$ cat src/rtl/spi_pkg.sv
// spi_pkg: shared state encoding and constants for the SPI transfer sequencer
package spi_pkg;
  localparam int SPI_BYTE_W = 8;
  localparam int DEF_LEN_W = 4;
  typedef enum logic [2:0] {IDLE, SETUP, FETCH, XFER, GAP, HOLD} state_t;
  // the shared down-counter must hold setup, hold and the 4-bit gap
  function automatic int cnt_width(input int setup_cyc, input int hold_cyc);
    int m;
    m = setup_cyc > hold_cyc ? setup_cyc : hold_cyc;
    m = m > 15 ? m : 15;
    return $clog2(m + 1);
  endfunction
endpackage

$ cat src/rtl/spi_rx_hold_reg.sv
// spi_rx_hold_reg: one-entry valid/ready output register
module spi_rx_hold_reg #(
  parameter int W = 8
) (
  input  logic         clk,
  input  logic         rst,
  input  logic         load,
  input  logic [W-1:0] load_data,
  output logic         valid,
  input  logic         ready,
  output logic [W-1:0] data
);
  always_ff @(posedge clk or posedge rst)
    if (rst) begin
      valid <= 1'b0;
      data <= '0;
    end else begin
      valid <= load || (valid && !ready);
      if (load) data <= load_data;
    end
endmodule

$ cat src/rtl/spi_xfer_sequencer.sv
// spi_xfer_sequencer: frames multi-byte SPI commands around a byte-level engine
module spi_xfer_sequencer
  import spi_pkg::*;
#(
  parameter int LEN_W = DEF_LEN_W,
  parameter int SETUP_CYC = 2,
  parameter int HOLD_CYC = 2
) (
  input  logic                  clk,
  input  logic                  rst,
  input  logic                  cmd_valid,
  output logic                  cmd_ready,
  input  logic                  cmd_sel,
  input  logic [LEN_W-1:0]      cmd_len,
  input  logic [3:0]            cmd_gap,
  input  logic                  tx_valid,
  output logic                  tx_ready,
  input  logic [SPI_BYTE_W-1:0] tx_data,
  output logic                  rx_valid,
  input  logic                  rx_ready,
  output logic [SPI_BYTE_W-1:0] rx_data,
  output logic                  eng_start,
  output logic [SPI_BYTE_W-1:0] eng_tx,
  input  logic                  eng_busy,
  input  logic                  eng_done,
  input  logic [SPI_BYTE_W-1:0] eng_rx,
  output logic                  ss0,
  output logic                  ss1,
  output logic                  xfer_active,
  output logic                  xfer_done
);
  localparam int CNT_W = cnt_width(SETUP_CYC, HOLD_CYC);
  state_t state;
  logic [LEN_W:0] remaining;
  logic [3:0] gap;
  logic [CNT_W-1:0] cnt;
  logic rx_load;
  logic cnt_last;
  assign cmd_ready = state == IDLE;
  assign tx_ready = state == FETCH && !eng_busy && (!rx_valid || rx_ready);
  assign rx_load = state == XFER && eng_done;
  assign xfer_active = !(ss0 && ss1);
  assign cnt_last = cnt == CNT_W'(1);
  spi_rx_hold_reg #(.W(SPI_BYTE_W)) u_rx (
    .clk(clk),
    .rst(rst),
    .load(rx_load),
    .load_data(eng_rx),
    .valid(rx_valid),
    .ready(rx_ready),
    .data(rx_data)
  );
  // counter is loaded with N and the state exits on 1, so each wait lasts N cycles
  always_ff @(posedge clk or posedge rst)
    if (rst) begin
      state <= IDLE;
      remaining <= '0;
      gap <= '0;
      cnt <= '0;
      eng_start <= 1'b0;
      eng_tx <= '0;
      ss0 <= 1'b1;
      ss1 <= 1'b1;
      xfer_done <= 1'b0;
    end else begin
      eng_start <= 1'b0;
      xfer_done <= 1'b0;
      case (state)
        IDLE: if (cmd_valid) begin
          remaining <= cmd_len == '0 ? {1'b1, {LEN_W{1'b0}}} : {1'b0, cmd_len};
          gap <= cmd_gap;
          ss0 <= cmd_sel;
          ss1 <= !cmd_sel;
          cnt <= CNT_W'(SETUP_CYC);
          state <= SETUP;
        end
        SETUP: if (cnt_last) state <= FETCH; else cnt <= cnt - 1'b1;
        FETCH: if (tx_valid && tx_ready) begin
          eng_tx <= tx_data;
          eng_start <= 1'b1;
          state <= XFER;
        end
        XFER: if (eng_done) begin
          remaining <= remaining - 1'b1;
          if (remaining == (LEN_W+1)'(1)) begin
            cnt <= CNT_W'(HOLD_CYC);
            state <= HOLD;
          end else if (gap != '0) begin
            cnt <= CNT_W'(gap);
            state <= GAP;
          end else state <= FETCH;
        end
        GAP: if (cnt_last) state <= FETCH; else cnt <= cnt - 1'b1;
        HOLD: if (cnt_last) begin
          ss0 <= 1'b1;
          ss1 <= 1'b1;
          xfer_done <= 1'b1;
          state <= IDLE;
        end else cnt <= cnt - 1'b1;
        default: state <= IDLE;
      endcase
    end
endmodule

$ cat config.mk
export PLATFORM = sky130hd
export DESIGN_NAME = spi_xfer_sequencer
export DESIGN_NICKNAME = d
export VERILOG_FILES = /design/src/rtl/spi_pkg.sv /design/src/rtl/spi_rx_hold_reg.sv /design/src/rtl/spi_xfer_sequencer.sv
export SDC_FILE = /design/constraint.sdc
export NUM_CORES = 1
export LEC_CHECK = 0
export CORE_ASPECT_RATIO = 1.5
export CORE_MARGIN = 5
export CORE_UTILIZATION = 50
export DETAILED_ROUTE_END_ITERATION = 12
export HOLD_SLACK_MARGIN = 0.08
export PLACE_DENSITY = 0.93
export SKIP_CTS_REPAIR_TIMING = 1
export SYNTH_ARGS = -nofsm -noshare
export SYNTH_HDL_FRONTEND = slang
export SYNTH_HIERARCHICAL = 1
export SYNTH_SLANG_ARGS = --single-unit
$ cat constraint.sdc
create_clock -name clk -period 3.19 [get_ports clk]
set_clock_uncertainty 0.15 [all_clocks]
set_input_delay 0.4785 -clock clk [delete_from_list [all_inputs] [get_ports clk]]
set_output_delay 0.4785 -clock clk [all_outputs]
set_load 0.02 [all_outputs]
* Word level (Yosys, flattened, before mapping)
Cells that the tools add are included.
Cells by class: $add $sub $neg 2, eq/ne operators 14, mux-type cells 27, reductions and logical operators 27
Operators by type and width (number):
- $mux W3 | 7
- $mux W4 | 5
- $mux W5 | 3
- $pmux W3 S5 | 1
- $pmux W4 S3 | 1
- $pmux W5 S2 | 1
- $reduce_and A5 Y1 | 2
- $ne A2 B2 Y1 const B | 4
- $mux W1 | 7
- $eq A3 B2 Y1 const B | 2
- $eq A3 B3 Y1 const B | 2
- $logic_and A1 B1 Y1 | 6
- $reduce_and A3 Y1 | 2
- $eq A5 B1 Y1 const B | 1
- $logic_not A1 Y1 | 5
- $sub A5 B1 Y5 const B | 1
- $eq A4 B1 Y1 const B | 1
- $logic_not A4 Y1 | 1
- $ne A2 B1 Y1 const B | 2
- $pmux W1 S2 | 2
- $reduce_and A2 Y1 | 2
- $reduce_bool A2 Y1 | 2
- $reduce_bool A4 Y1 | 1
- $sub A4 B1 Y4 const B | 1
- 7 further kinds | 8
Word-level totals: flip-flop bits (word level) 37, bits of input ports 32, logic and storage cells 81

* Longest topological paths before layout
depth after elaboration 6, gate-level depth with buffers 6

* Modules after synthesis
The synthesis kept the hierarchy.
Modules (own cells, without submodules):
- spi_xfer_sequencer | times used 1, cells each 143, area each 1515.2 sq um, seq. area each 703.2 sq um
- spi_rx_hold_reg | times used 1, cells each 21, area each 372.9 sq um, seq. area each 225.2 sq um

* Worst setup path after synthesis
Ideal clock, no wire load.
path kind input port to flip-flop, start input eng_busy, end register state[0], arrival 1.608 ns, data required time 2.912 ns, slack 1.305 ns, stages 4, cells stage by stage or2_1 o311a_1 nor3_2 mux2_1
On the way: word-level cells in the longest chain between the ends 6
RTL lines:
- start: declaration | line spi_xfer_sequencer.sv:24 | input logic eng_busy,
- $logic_not A1 Y1 | line spi_xfer_sequencer.sv:40 | assign tx_ready = state == FETCH && !eng_busy && (!rx_valid || rx_ready);
- $logic_and A1 B1 Y1 (2 in a row) | line spi_xfer_sequencer.sv:40
- $logic_and A1 B1 Y1 | line spi_xfer_sequencer.sv:78 | FETCH: if (tx_valid && tx_ready) begin
- $ne A2 B1 Y1 (no source line)
- $reduce_and A5 Y1 (no source line)
- end signal: assignment | line spi_xfer_sequencer.sv:75 | state <= SETUP;
- end signal: assignment | line spi_xfer_sequencer.sv:77 | SETUP: if (cnt_last) state <= FETCH; else cnt <= cnt - 1'b1;
- end signal: assignment | line spi_xfer_sequencer.sv:81 | state <= XFER;
- end: declaration | line spi_xfer_sequencer.sv:33 | state_t state;
Every way passes these cells. A chain may end at the register's enable or synchronous reset.

* Worst setup path in the final report
start register state[0], end output tx_ready
On the way: word-level cells in the longest chain between the ends 3
RTL lines:
- start signal: assignment | line spi_xfer_sequencer.sv:56 | state <= IDLE;
- start signal: assignment | line spi_xfer_sequencer.sv:75
- start signal: assignment | line spi_xfer_sequencer.sv:77
- $eq A3 B2 Y1 | line spi_xfer_sequencer.sv:40
- $logic_and A1 B1 Y1 (2 in a row) | line spi_xfer_sequencer.sv:40
- end: declaration | line spi_xfer_sequencer.sv:17 | output logic tx_ready,
Every way passes these cells.

==> flow_metrics.py <==
metrics = {
    "global_route": {
        "overflow": 0,
        "grt_use_total": 0.179,
        "grt_max_degree": 29,
        "grt_pass1_vias": 1525,
        "grt_antenna_before_repair": 0,
        "grt_pass1_wl_mm": 7.04,
    },
    "setup_path": {
        "crit_type": "reg2out",
        "cp.required_ns": 2.56,
        "rr_endpoint": "u_rx/data[6]",
        "rr_startpoint": "state[0]",
        "cp-end-kind": "output pin",
        "r2r_cells": 3,
        "rrSetupSlack_ns": 0.98,
        "worst_setup_path_start_kind": "register",
        "cp.arrival_ns": 2.05,
        "crit_path_end": "tx_ready",
        "cp-startpoint": "state[0]",
        "critPathMaxFanout": 14,
    },
    "synthesis": {
        "ys_ff_latch": 37,
        "synthTopCellsByCount": "35 x dfrtp_1, 13 x nor2_1, 12 x mux2_2, 9 x inv_1, 8 x mux2_4",
        "synth_top_area_frac": 0.464,
        "synth_area_leaders": "dfrtp_1 46%, mux2_2 7.2%, mux2_4 6.4%",
        "yosysWarnings": 6,
        "syn_inst": 164,
        "synthArstFlopShare": 1.00,
        "yosysSeqAreaShare": 0.492,
        "avgSynthCellArea_um2": 11.5,
        "synth.distinct_cells": 50,
        "synth_top_area_cell": "dfrtp_1",
        "synthFlopType": "dfrtp_1",
        "synth_nets": 200,
        "yosysMostFrequentCell": "dfrtp_1",
        "synth_edf_count": 0,
        "netlist_area_mm2": 0.00189,
    },
    "routing": {
        "dr.first_iter.drc_count": 59,
        "top_layer_used": "met4",
        "wl_met3_um": 342,
        "dr_total_vias": 1509,
        "wl_met1_mm": 1.64,
        "routed_wl_mm": 4.30,
        "wl_per_cell_um": 16.2,
        "drt_pre_antenna_iters": 6,
        "via_per_inst": 5.67,
        "drc": 0,
        "route.met2.wl_mm": 2.24,
        "ant_nets": 0,
    },
    "cells_and_area": {
        "final_nets": 258,
        "drive_above_1_share": 0.184,
        "final_core_util": 0.707,
        "fill_cells": 247,
        "n_antenna_cell": 0,
        "seq_area_um2": 928,
        "multi_input_area_um2": 882,
        "syn2layout_area_growth_pct": 36.6,
    },
    "sta": {
        "fmax_ghz": 0.374,
        "finalCriticalPeriod_ns": 2.68,
        "rsz0062_at_grt": "false",
        "max-slew-margin-rel": 0.593,
        "setup_ws_ns": 0.514,
        "final.period_utilization": 0.839,
        "hold_viol_final": 0,
        "slew_viol_final": 0,
        "worstMarginPinSlew_ns": 0.608,
        "tns_ns": 0,
        "setup_violations": 0,
    },
    "clock_network": {
        "cts.sinks": 37,
        "cts_tree": "yes",
        "cts_buffer_depth": 2,
        "numCtsBuffers": 5,
        "root_buffer": "clkbuf_8",
        "htree_levels": 2,
        "clock_latency_ns": 0.28,
        "clkTransAtPathRegs_ns": 0.07,
    },
    "place": {
        "dp_hpwl_mm": 3.25,
        "gp_congestion": 0.814,
        "preCtsSetupSlack_ns": 0.538,
        "port_buffers": 55,
    },
    "power": {
        "p_per_area_mw_per_mm2": 1000,
        "p_leak_nw": 1.13,
        "max-vdd-ir-drop_v": 0.000567,
    },
    "floorplan": {
        "io-pin-count": 56,
        "start_util": 0.517,
        "die_x_um": 60.2,
        "num_rows": 27,
        "die-area_mm2": 0.00513,
        "core_mm2": 0.00365,
        "die_h_um": 85.3,
    },
    "worst_hold_path": {
        "hold_path_class": "in2async",
    },
    "run": {
        "cap_violations": 0,
    },
    "run_status": {
        "run_status": "finished clean",
    },
}
stage by stage:
stage / area (um2) / instances / hold slack (ns) / power (mW)
floorplan: 1890 / 164 / 0.156 / 1.71
global placement: 2460 / 258 / 0.336 / 2.11
detailed placement: 2460 / 258 / 0.344 / 2.17
CTS: 2580 / 266 / 0.332 / 2.60
global route: 2580 / 266 / 0.372 / 2.75
finish: 2580 / 266 / 0.332 / 2.58
routing by layer:
layer | track usage | up-vias
li1 | - | 708
met1 | 0.212 | 727
met2 | 0.311 | 66
met4 | 0.0605 | 0
met5 | 0 | -
met3 | 0.0396 | 8
critical path, stage by stage, from the launching register on:
cell	delay [ns]
dfrtp_1	0.57
or2_1	0.33
nor2_1	0.13
and2_1	0.13
clkdlybuf4s50_1	0.59
worst min-delay path by stage:
stage / end / from
finish: u_rx/data[0] / rst
global route: u_rx/data[4] / u_rx/data[4]
CTS: u_rx/valid / rst
detailed placement: u_rx/data[4] / u_rx/data[4]
global placement: eng_tx[1] / eng_tx[1]
floorplan: u_rx/data[0] / rst
layout make-up:
class | count | share of cell area
inverter | 10 | 0.0145
timing repair buffer | 56 | 0.216
sequential | 37 | 0.360
clock inverter | 2 | 0.0145
multi-input combinational | 112 | 0.342
clock buffer | 6 | 0.0320
tap | 43 | 0.0209
state kept, by name, indices dropped and copies added (netlist names):
signal      flops
state           3
u_rx/data       8
eng_tx          8
gap             4
u_rx/valid      1
cnt             4
xfer_done       1
ss1             1
remaining       5
ss0             1
eng_start       1
layout by cell type (no fill, tap or decap), types with 2 or more instances in the layout:
master | Yosys | layout
ha_1 | 4 | 4
nand2_1 | 7 | 7
mux2_2 | 12 | 12
nor3b_1 | 2 | 2
mux2i_1 | 2 | 2
nor2_1 | 13 | 13
a21oi_1 | 7 | 7
mux2_4 | 8 | 8
nor3_1 | 4 | 4
dfrtp_1 | 35 | 35
clkdlybuf4s50_1 | 0 | 55
clkbuf_8 | 0 | 6
o21bai_1 | 2 | 2
o2bb2ai_1 | 2 | 2
and2_1 | 2 | 2
dfstp_2 | 2 | 2
nand3_1 | 7 | 7
or3_1 | 2 | 2
and2b_2 | 2 | 2
nor4_1 | 2 | 2
a2bb2oi_1 | 2 | 2
o21ai_0 | 6 | 6
inv_1 | 9 | 9
mux2_1 | 2 | 2
cell families (layout without fill, tap and decap cells):
logic type                 after synthesis  after routing  share of synthesized area
and+or+nand+nor                         52             52                      0.164
DFF                                     37             37                      0.492
AOI/OAI and AO/OA                       32             32                      0.119
muxes                                   24             24                      0.158
buffers and inverters                   15             74                     0.0411
adders and majority gates                4              4                     0.0265
power by group:
group          switching [mW]  internal, mW  leakage, nW
combinational           0.602         0.659        0.622
clock                   0.166         0.254       0.0574
sequential              0.205         0.694        0.449
Power figures use the tool's default switching activity.
